$ cat config.mk
export PLATFORM = sky130hd
export DESIGN_NAME = apvm_delay_line
export DESIGN_NICKNAME = d
export VERILOG_FILES = /design/src/rtl/apvm_delay_line.sv
export SDC_FILE = /design/constraint.sdc
export NUM_CORES = 1
export LEC_CHECK = 0
export ABC_AREA = 1
export CAP_MARGIN = 25
export CORE_UTILIZATION = 51
export DETAILED_ROUTE_END_ITERATION = 12
export PLACE_DENSITY = 0.8
export REMOVE_ABC_BUFFERS = 1
export SLEW_MARGIN = 20
export SYNTH_ARGS = -nofsm -noshare
export SYNTH_HDL_FRONTEND = slang
export SYNTH_SLANG_ARGS = --single-unit
$ cat constraint.sdc
create_clock -name clk -period 2.84 [get_ports clk]
set_input_delay 0.568 -clock clk [delete_from_list [all_inputs] [get_ports clk]]
set_output_delay 0.568 -clock clk [all_outputs]
set_load 0.05 [all_outputs]
$ cat src/rtl/apvm_delay_line.sv
// Programmable delay line: delays a WIDTH-bit stream by 1..MAX_DELAY enabled cycles
// using a circular buffer; flags out-of-range delay requests and fill-time output.
module apvm_delay_line #(
  parameter int unsigned WIDTH     = 1,
  parameter int unsigned MAX_DELAY = 16,
  parameter int unsigned DLY_W     = 32
) (
  input  logic             clk,
  input  logic             rst_n,
  input  logic [DLY_W-1:0] delay,
  input  logic [WIDTH-1:0] in,
  input  logic             en,
  output logic [WIDTH-1:0] out,
  output logic             out_vld,
  output logic             dly_clamp
);

  localparam int unsigned AW = $clog2(MAX_DELAY);
  localparam int unsigned CW = $clog2(MAX_DELAY + 1);
  localparam logic [AW-1:0] WP_LAST = AW'(MAX_DELAY - 1);
  // Equals 0 when MAX_DELAY is a power of 2, which still yields the right modulo result.
  localparam logic [AW-1:0] DEPTH_A = AW'(MAX_DELAY);
  localparam logic [CW-1:0] FILL_MAX = CW'(MAX_DELAY);

  logic [WIDTH-1:0] mem_q [MAX_DELAY];

  logic [AW-1:0]    wp_q, wp_d;
  logic [CW-1:0]    fill_q, fill_d;
  logic [WIDTH-1:0] out_q, out_d;
  logic             vld_q, vld_d;
  logic             clamp_q, clamp_d;

  logic [CW-1:0]    d_eff;
  logic [AW-1:0]    rd_off;
  logic [AW-1:0]    rd_idx;

  // Effective delay and range flag
  always_comb begin
    d_eff   = CW'(delay);
    clamp_d = 1'b0;
    if (delay == '0) begin
      d_eff   = CW'(1);
      clamp_d = 1'b1;
    end else if (delay > DLY_W'(MAX_DELAY)) begin
      d_eff   = FILL_MAX;
      clamp_d = 1'b1;
    end
  end

  // Read index (wp - (d-1)) mod MAX_DELAY without a divider
  always_comb begin
    rd_off = AW'(d_eff - CW'(1));
    if (wp_q >= rd_off) begin
      rd_idx = wp_q - rd_off;
    end else begin
      rd_idx = DEPTH_A - (rd_off - wp_q);
    end
  end

  // Next-state for pointer, fill counter and registered outputs
  always_comb begin
    wp_d   = wp_q;
    fill_d = fill_q;
    vld_d  = 1'b0;
    out_d  = '0;

    wp_d = (wp_q == WP_LAST) ? '0 : wp_q + AW'(1);

    if (fill_q != FILL_MAX) begin
      fill_d = fill_q + CW'(1);
    end

    vld_d = ((CW + 1)'(fill_q) + (CW + 1)'(1)) >= (CW + 1)'(d_eff);

    if (vld_d) begin
      out_d = (d_eff == CW'(1)) ? in : mem_q[rd_idx];
    end
  end

  // Control state; en=0 freezes everything
  always_ff @(posedge clk or negedge rst_n) begin
    if (!rst_n) begin
      wp_q    <= '0;
      fill_q  <= '0;
      out_q   <= '0;
      vld_q   <= 1'b0;
      clamp_q <= 1'b0;
    end else if (en) begin
      wp_q    <= wp_d;
      fill_q  <= fill_d;
      out_q   <= out_d;
      vld_q   <= vld_d;
      clamp_q <= clamp_d;
    end
  end

  // Sample storage is not reset; stale contents are masked by out_vld
  always_ff @(posedge clk) begin
    if (en) begin
      mem_q[wp_q] <= in;
    end
  end

  assign out       = out_q;
  assign out_vld   = vld_q;
  assign dly_clamp = clamp_q;

endmodule

==> results.md, run 1 <==
- Buf/Inv on CP: 3
- Pwr per Cell Area: 787.3 nW/µm²
- Clk sinks: 28
- Ant diodes: 0
- Die area: 3878 µm²
- Dpl ws: -0.6814 ns
- Register area share after synthesis: 42.13%
- Port Buf Inserts: 38
- Worst Skew: 0.002969 ns
- Synth-to-Final Area Change: 52.13%
- VDD IR-drop max: 0.4050 mV
- Hold depth: 2
- Share of post-route cells with drive strength above 1: 47.47%
- TritonRoute pass-1 iters: 5
- CP startpoint kind: input port
- Post-synth top area cell: edfxtp_1
- Ports: 39
- GPL Wtd Cong: 0.8752
- Worst min path class: reg -> reg
- Post-DP HPWL: 3.166 mm
- EDFF count, synth: 16
- RSZ-0062 raised after global routing: yes
- CP delay by family, top: simple AND/OR/NAND/NOR gates
- Finish-stage setup viols: 1
- Final wirelength: 6.854 mm
- Post-layout util: 82.53%
- DRT iter0 DRCs: 268
- CTS tree: done
- Sequential Power Share: 27.9%
- Initial Util: 54.25%
- Kind of critical path: in -> reg
- CP Capture Type: flop
- Post-Syn Instances: 225
- FP Rows: 21
- GR Overflow Total: 0
- Hold slack: 0.5136 ns
- Worst-Margin Slew: 0.5876 ns
- Minimum clock period: 2.984 ns
- Leak: 1.292 nW
- Gr usage total: 31.82%
- Clock Path Buffers: 2
- CP max stage delay: 0.36 ns
- Slowest cell on crit path: ha_1
- Combinational power share: 59.7%
- WP data required: 3.10 ns
- Top_reg_cell synth: edfxtp_1
- Yosys top cell area share: 25.93%
- Failing checks: negative setup slack
- Yosys warns: 0
- Synth area leaders: edfxtp_1 26%, dfrtp_1 16%, ha_1 11%
- F_max: 335.1 MHz
- Clk root buf: clkbuf_4
- Final Worst Setup Slack: -0.1438 ns
- Final period util: 105.1%
- Max_slew headroom: 60.70%
- Largest net degree at the start of global routing: 18
- ANT nets after route: 0
- Die height: 62.28 µm
- DRC viols: 0
- Asr flop ratio synth: 42.86%
- Worst path depth: 23
- Distinct cells, synth: 29
- Die W: 62.28 µm
- CP cell instances: clkbuf_2, nor2_2, nand3_2, a21oi_2, buf_4, nand3_2, nand2_4, inv_2, ha_4, xor2_1, ha_1, nand2_2, nand2_2, a31oi_4, nand2_2, nand2_2, nand2_2, nand2_1, nand2_1, nand2_2, nand2_1, nand2_1, nand2_1
- Drt via density: 5.876
- Net Sw Frac: 48.02%
- Most used cell, CP: nand2_2
- Clock-pin slew on the worst setup and hold paths: 0.16 ns
- Skew-Pair Late Insertion Delay: 0.34 ns
- Worst Path Arrival: 3.24 ns
- Clock network power share: 12.3%
- First-pass GRT wire length: 9.535 mm
- Status: finished with violations
- DP Cell Count: 324
- Syn avg cell area: 8.236 µm²
- Core region area: 3416 µm²
- Initial antenna violation count: 0
- Post-synthesis register bit count: 28
- Cell Area, Synth: 1853 µm²
- NumNets Final: 370
- Max cap viols: 0
- Cells on worst reg2reg path: 12
- Vias: 2127
- Internal power: 1.154 mW
- H-tree levels: 1
- Vias in the first global route: 2114
- Finished Layout Cells: 362
- Worst Path Max Fanout: 3
- Final hold violations: 0
- Max Slew Vio Count: 0
- TritonCTS Buffers: 3
- Routed WL per cell: 18.93 µm
- Switching power total: 1.066 mW
[synthesized netlist by cell type (2+ instances only)]
library cell	n
nand2_1	52
nor2_1	39
inv_1	29
nor2_2	5
ha_1	16
xor2_1	8
a221oi_1	4
inv_2	2
a21oi_1	10
nand4_1	3
dfrtp_1	12
nand3_1	8
o21ai_0	6
edfxtp_1	16
[cell usage in the layout (no fill, tap or decap), drive strengths merged, types with 2 or more instances in the layout]
master / Yosys / final
xor2: 8 / 8
nor3: 2 / 2
buf: 1 / 56
clkdlybuf4s50: 0 / 6
nand2: 53 / 53
a221oi: 4 / 4
edfxtp: 16 / 16
inv: 31 / 31
nand4: 3 / 3
ha: 16 / 16
clkbuf: 1 / 29
a21oi: 11 / 11
nand3: 10 / 10
o21ai: 6 / 6
nor2: 44 / 44
dfrtp: 12 / 12
[layout make-up]
type                       count  area [µm²]
multi-input combinational    164        1180
sequential                    28       780.7
timing repair buffer          89       629.4
fill                         194       596.8
inverter                      31       118.9
tap                           46       57.56
clock inverter                 1       30.03
clock buffer                   3       22.52
[repair_timing]
action                                  4_1_cts  5_1_grt
pin swaps                                    44       50
buffers inserted                             27        7
endpoints found under the setup margin        1        2
hold endpoints to repair                      0        0
resized for setup                            81       80
hold buffers                                  0        0
[cells by family (layout without fill, tap and decap cells)]
kind of cell	count (synthesis)	in the layout	synth area share [%]
AOI/OAI and AO/OA	25	25	8.711
xor gates and xnor gates	9	9	4.254
adders and majority gates	17	17	11.88
buffers and inverters	33	124	6.752
DFF	28	28	42.13
and+or+nand+nor	113	113	26.27
[metrics by stage]
step | area (µm²) | TNS, ns | total power, mW
after floorplan | 1844 | -0.1166 | 1.278
after global placement | 2410 | -0.8154 | 1.512
after detailed placement | 2410 | -0.9765 | 1.547
after CTS | 2733 | 0 | 1.835
after global routing | 2819 | -0.2920 | 2.333
final | 2819 | -0.1438 | 2.219
[power groups by stage]
stage / clock network [mW] / registers (mW) / logic (mW)
after global placement: 0 / 0.613 / 0.899
final: 0.273 / 0.620 / 1.33
after detailed placement: 0 / 0.618 / 0.929
after CTS: 0.272 / 0.608 / 0.954
after floorplan: 0 / 0.637 / 0.642
after global routing: 0.292 / 0.626 / 1.42
[worst paths after layout]
kind                                              end                 from  slack [ns]
worst max-delay path                  out$_DFFE_PN0P_             delay[0]       -0.14
worst min-delay path              out_vld$_DFFE_PN0P_  out_vld$_DFFE_PN0P_        0.51
worst max register to register        out$_DFFE_PN0P_  wp_q[0]$_DFFE_PN0P_        0.48
worst min register to register    out_vld$_DFFE_PN0P_  out_vld$_DFFE_PN0P_        0.51
max in group asynchronous         wp_q[0]$_DFFE_PN0P_                rst_n        1.89
min in group asynchronous       fill_q[3]$_DFFE_PN0P_                rst_n        0.57
[state kept, by name, summed over array words and instances, names as in the netlist]
register,count
mem_q,16
fill_q,5
wp_q,4
dly_clamp,1
out,1
out_vld,1
[metal layers]
metal	part of all wire [%]	vias up	global-route usage [%]
met5	0	-	0
met4	8.7	0	23.26
met3	11	67	6.066
met2	46	184	52.75
met1	35	969	36.59
li1	-	907	-
[tightest hold or removal path: cells and delay by family (launching register included)]
kind / cells / cell delay [ns]
and+or+nand+nor: 2 / 0.11
DFF: 1 / 0.39
Note: power is estimated with default switching activity, not from simulation.
==> run 2, diff against run 1 <==
--- a/config.mk
+++ b/config.mk
@@ -7,9 +7,9 @@
 export LEC_CHECK = 0
 export ABC_AREA = 1
 export CAP_MARGIN = 25
-export CORE_UTILIZATION = 51
+export CORE_UTILIZATION = 35
 export DETAILED_ROUTE_END_ITERATION = 12
-export PLACE_DENSITY = 0.8
+export RECOVER_POWER = 100
 export REMOVE_ABC_BUFFERS = 1
 export SLEW_MARGIN = 20
 export SYNTH_ARGS = -nofsm -noshare
==> results.md, run 2 (synthesis gave the netlist of run 1 again) <==
- Skew-Pair Late Insertion Delay: 0.29 ns
- WP data required: 3.03 ns
- Commonest non-fill, non-tap cells in the layout: 45 x buf_4, 40 x nand2_1, 25 x nor2_1
- Share of post-route cells with drive strength above 1: 43.23%
- Final hold violations: 0
- Finish-stage setup viols: 1
- CTS tree: done
- F_max: 348.6 MHz
- Final wirelength: 4.792 mm
- Commonest non-fill, non-tap cell in the layout: buf_4
- Max Slew Vio Count: 0
- DRC viols: 0
- NumNets Final: 364
- Clk root buf: clkbuf_8
- Clock-pin slew on the worst setup and hold paths: 0.10 ns
- Vias in the first global route: 1732
- Clock Path Buffers: 2
- Kind of critical path: in -> reg
- Fill cell count: 464
- Failing checks: negative setup slack
- Multi-input gate area: 1161 µm²
- FP Rows: 26
- Gr usage total: 18.22%
- H-tree levels: 1
- Die height: 74.76 µm
- Max_slew headroom: 57.59%
- Final period util: 101.0%
- Final Worst Setup Slack: -0.02860 ns
- Die area: 5589 µm²
- ANT nets after route: 0
- RSZ-0062 raised after global routing: yes
- Ports: 39
- Max reg flops: 16
- Status: finished with violations
- Minimum clock period: 2.869 ns
- Die W: 74.76 µm
- Max cap viols: 0
- Most flops, register: mem_q
- Worst Path Max Fanout: 5
- TritonRoute pass-1 iters: 4
- First-pass GRT wire length: 7.665 mm
- Pwr per Cell Area: 701.6 nW/µm²
- TritonCTS Buffers: 3
- Post-layout util: 55.83%
- Finished Layout Cells: 380
- Vias: 1777
- Synth-to-Final Area Change: 53.88%
- VDD IR-drop max: 0.2743 mV
- Slowest cell on crit path: fa_2
- Clk sinks: 28
- Largest net degree at the start of global routing: 18
- Leak: 1.296 nW
- DP Cell Count: 354
- Ant diodes: 0
- Core region area: 5107 µm²
- Buf/Inv on CP: 4
- Routed WL per cell: 12.61 µm
- CP max stage delay: 0.60 ns
- Post-DP HPWL: 3.254 mm
- Register Area: 780.7 µm²
- GPL Wtd Cong: 0.8488
- CP cell instances: buf_2, nor2_2, nand2_2, nor2_4, nand2_2, nor2_4, nand3_2, nand2_2, inv_2, buf_4, ha_1, fa_2, inv_2, a21oi_1, a221oi_1, nor2_1, nand3_1, nand2_1, nand2_1, nand2_1, nand2_1
- Drt via density: 4.676
- Initial Util: 36.28%
- GR Overflow Total: 0
- Worst-Margin Slew: 0.6341 ns
- CP Capture Type: flop
- Worst min path class: reg -> reg
- Worst Path Arrival: 3.06 ns
- Hold_buf cts: 0
- DRT iter0 DRCs: 85
- Port Buf Inserts: 38
- Worst Skew: 0.004796 ns
- Biggest regs: mem_q: 16 flops, fill_q: 5 flops, wp_q: 4 flops
- CP startpoint kind: input port
- Most used cell, CP: nand2_1
- CP delay by family, top: simple AND/OR/NAND/NOR gates
- Initial antenna violation count: 0
## run 2: changes by cell type in the layout (fill, tap and decap cells not counted), sizes merged
cell and change:
buf +16, dlygate4sd2 -1, clkbuf -23, clkdlybuf4s15 +2, clkdlybuf4s50 -2, dlygate4sd3 +2
## run 2: worst paths after layout
kind / startpoint / end / slack [ns] / cells past startpoint
worst min-delay path: out$_DFFE_PN0P_ / out$_DFFE_PN0P_ / 0.49 / 2
max in group asynchronous: rst_n / out_vld$_DFFE_PN0P_ / 1.70 / 1
worst max register to register: wp_q[0]$_DFFE_PN0P_ / out$_DFFE_PN0P_ / 0.66 / 12
min in group asynchronous: rst_n / wp_q[3]$_DFFE_PN0P_ / 0.73 / 1
worst max-delay path: delay[12] / out$_DFFE_PN0P_ / -0.03 / 21
worst min register to register: out$_DFFE_PN0P_ / out$_DFFE_PN0P_ / 0.49 / 2
## run 2: worst min-delay path, cell delays in order (launching register included)
cell	delay (ns)
dfrtp_1	0.36
nand2_1	0.05
nand2_1	0.05
## run 2: power breakdown
| part | total (mW) | switching, mW | leakage, nW | internal [mW] |
|---|---|---|---|---|
| Clock | 0.329 | 0.140 | 0.0357 | 0.189 |
| Combinational | 1.06 | 0.613 | 0.967 | 0.451 |
| Sequential | 0.607 | 0.0803 | 0.293 | 0.527 |
| Total | 2.00 | 0.833 | 1.30 | 1.17 |
## run 2: layout make-up
| type | instances | area share, % |
|---|---|---|
| Timing Repair Buffer | 83 | 22.25 |
| Tap cell | 70 | 3.072 |
| Sequential cell | 28 | 27.38 |
| Clock buffer | 3 | 1.448 |
| Clock inverter | 1 | 1.053 |
| Inverter | 31 | 4.081 |
| Multi-Input combinational cell | 164 | 40.72 |
## run 2: metrics by stage
step	power [mW]	worst slack [ns]	cell area [µm²]	hold slack [ns]	setup TNS, ns
3_5_place_dp	1.594	-0.6976	2485	0.4658	-0.9411
6_report	2.001	-0.02860	2851	0.4857	-0.02860
3_3_place_gp	1.571	-0.6316	2485	0.4657	-0.8314
5_1_grt	2.168	-0.2431	2851	0.5208	-0.2431
2_1_floorplan	1.278	-0.1166	1844	0.2724	-0.1166
4_1_cts	1.928	0.0006977	2636	0.4915	0
## run 2: routing by layer
metal | up-vias | part of all wire [%] | GRT usage (%)
li1 | 897 | - | -
met2 | 50 | 52 | 33.13
met3 | 9 | 4.1 | 2.410
met5 | - | 0 | 0
met4 | 0 | 2.1 | 5.870
met1 | 821 | 42 | 22.19
## run 2: timing repair
action	in CTS	in global routing
endpoints found under the hold margin	0	0
gates resized for setup	116	52
buffers inserted	14	8
pin swaps	45	33
gates cloned	0	0
endpoints found under the setup margin	1	2
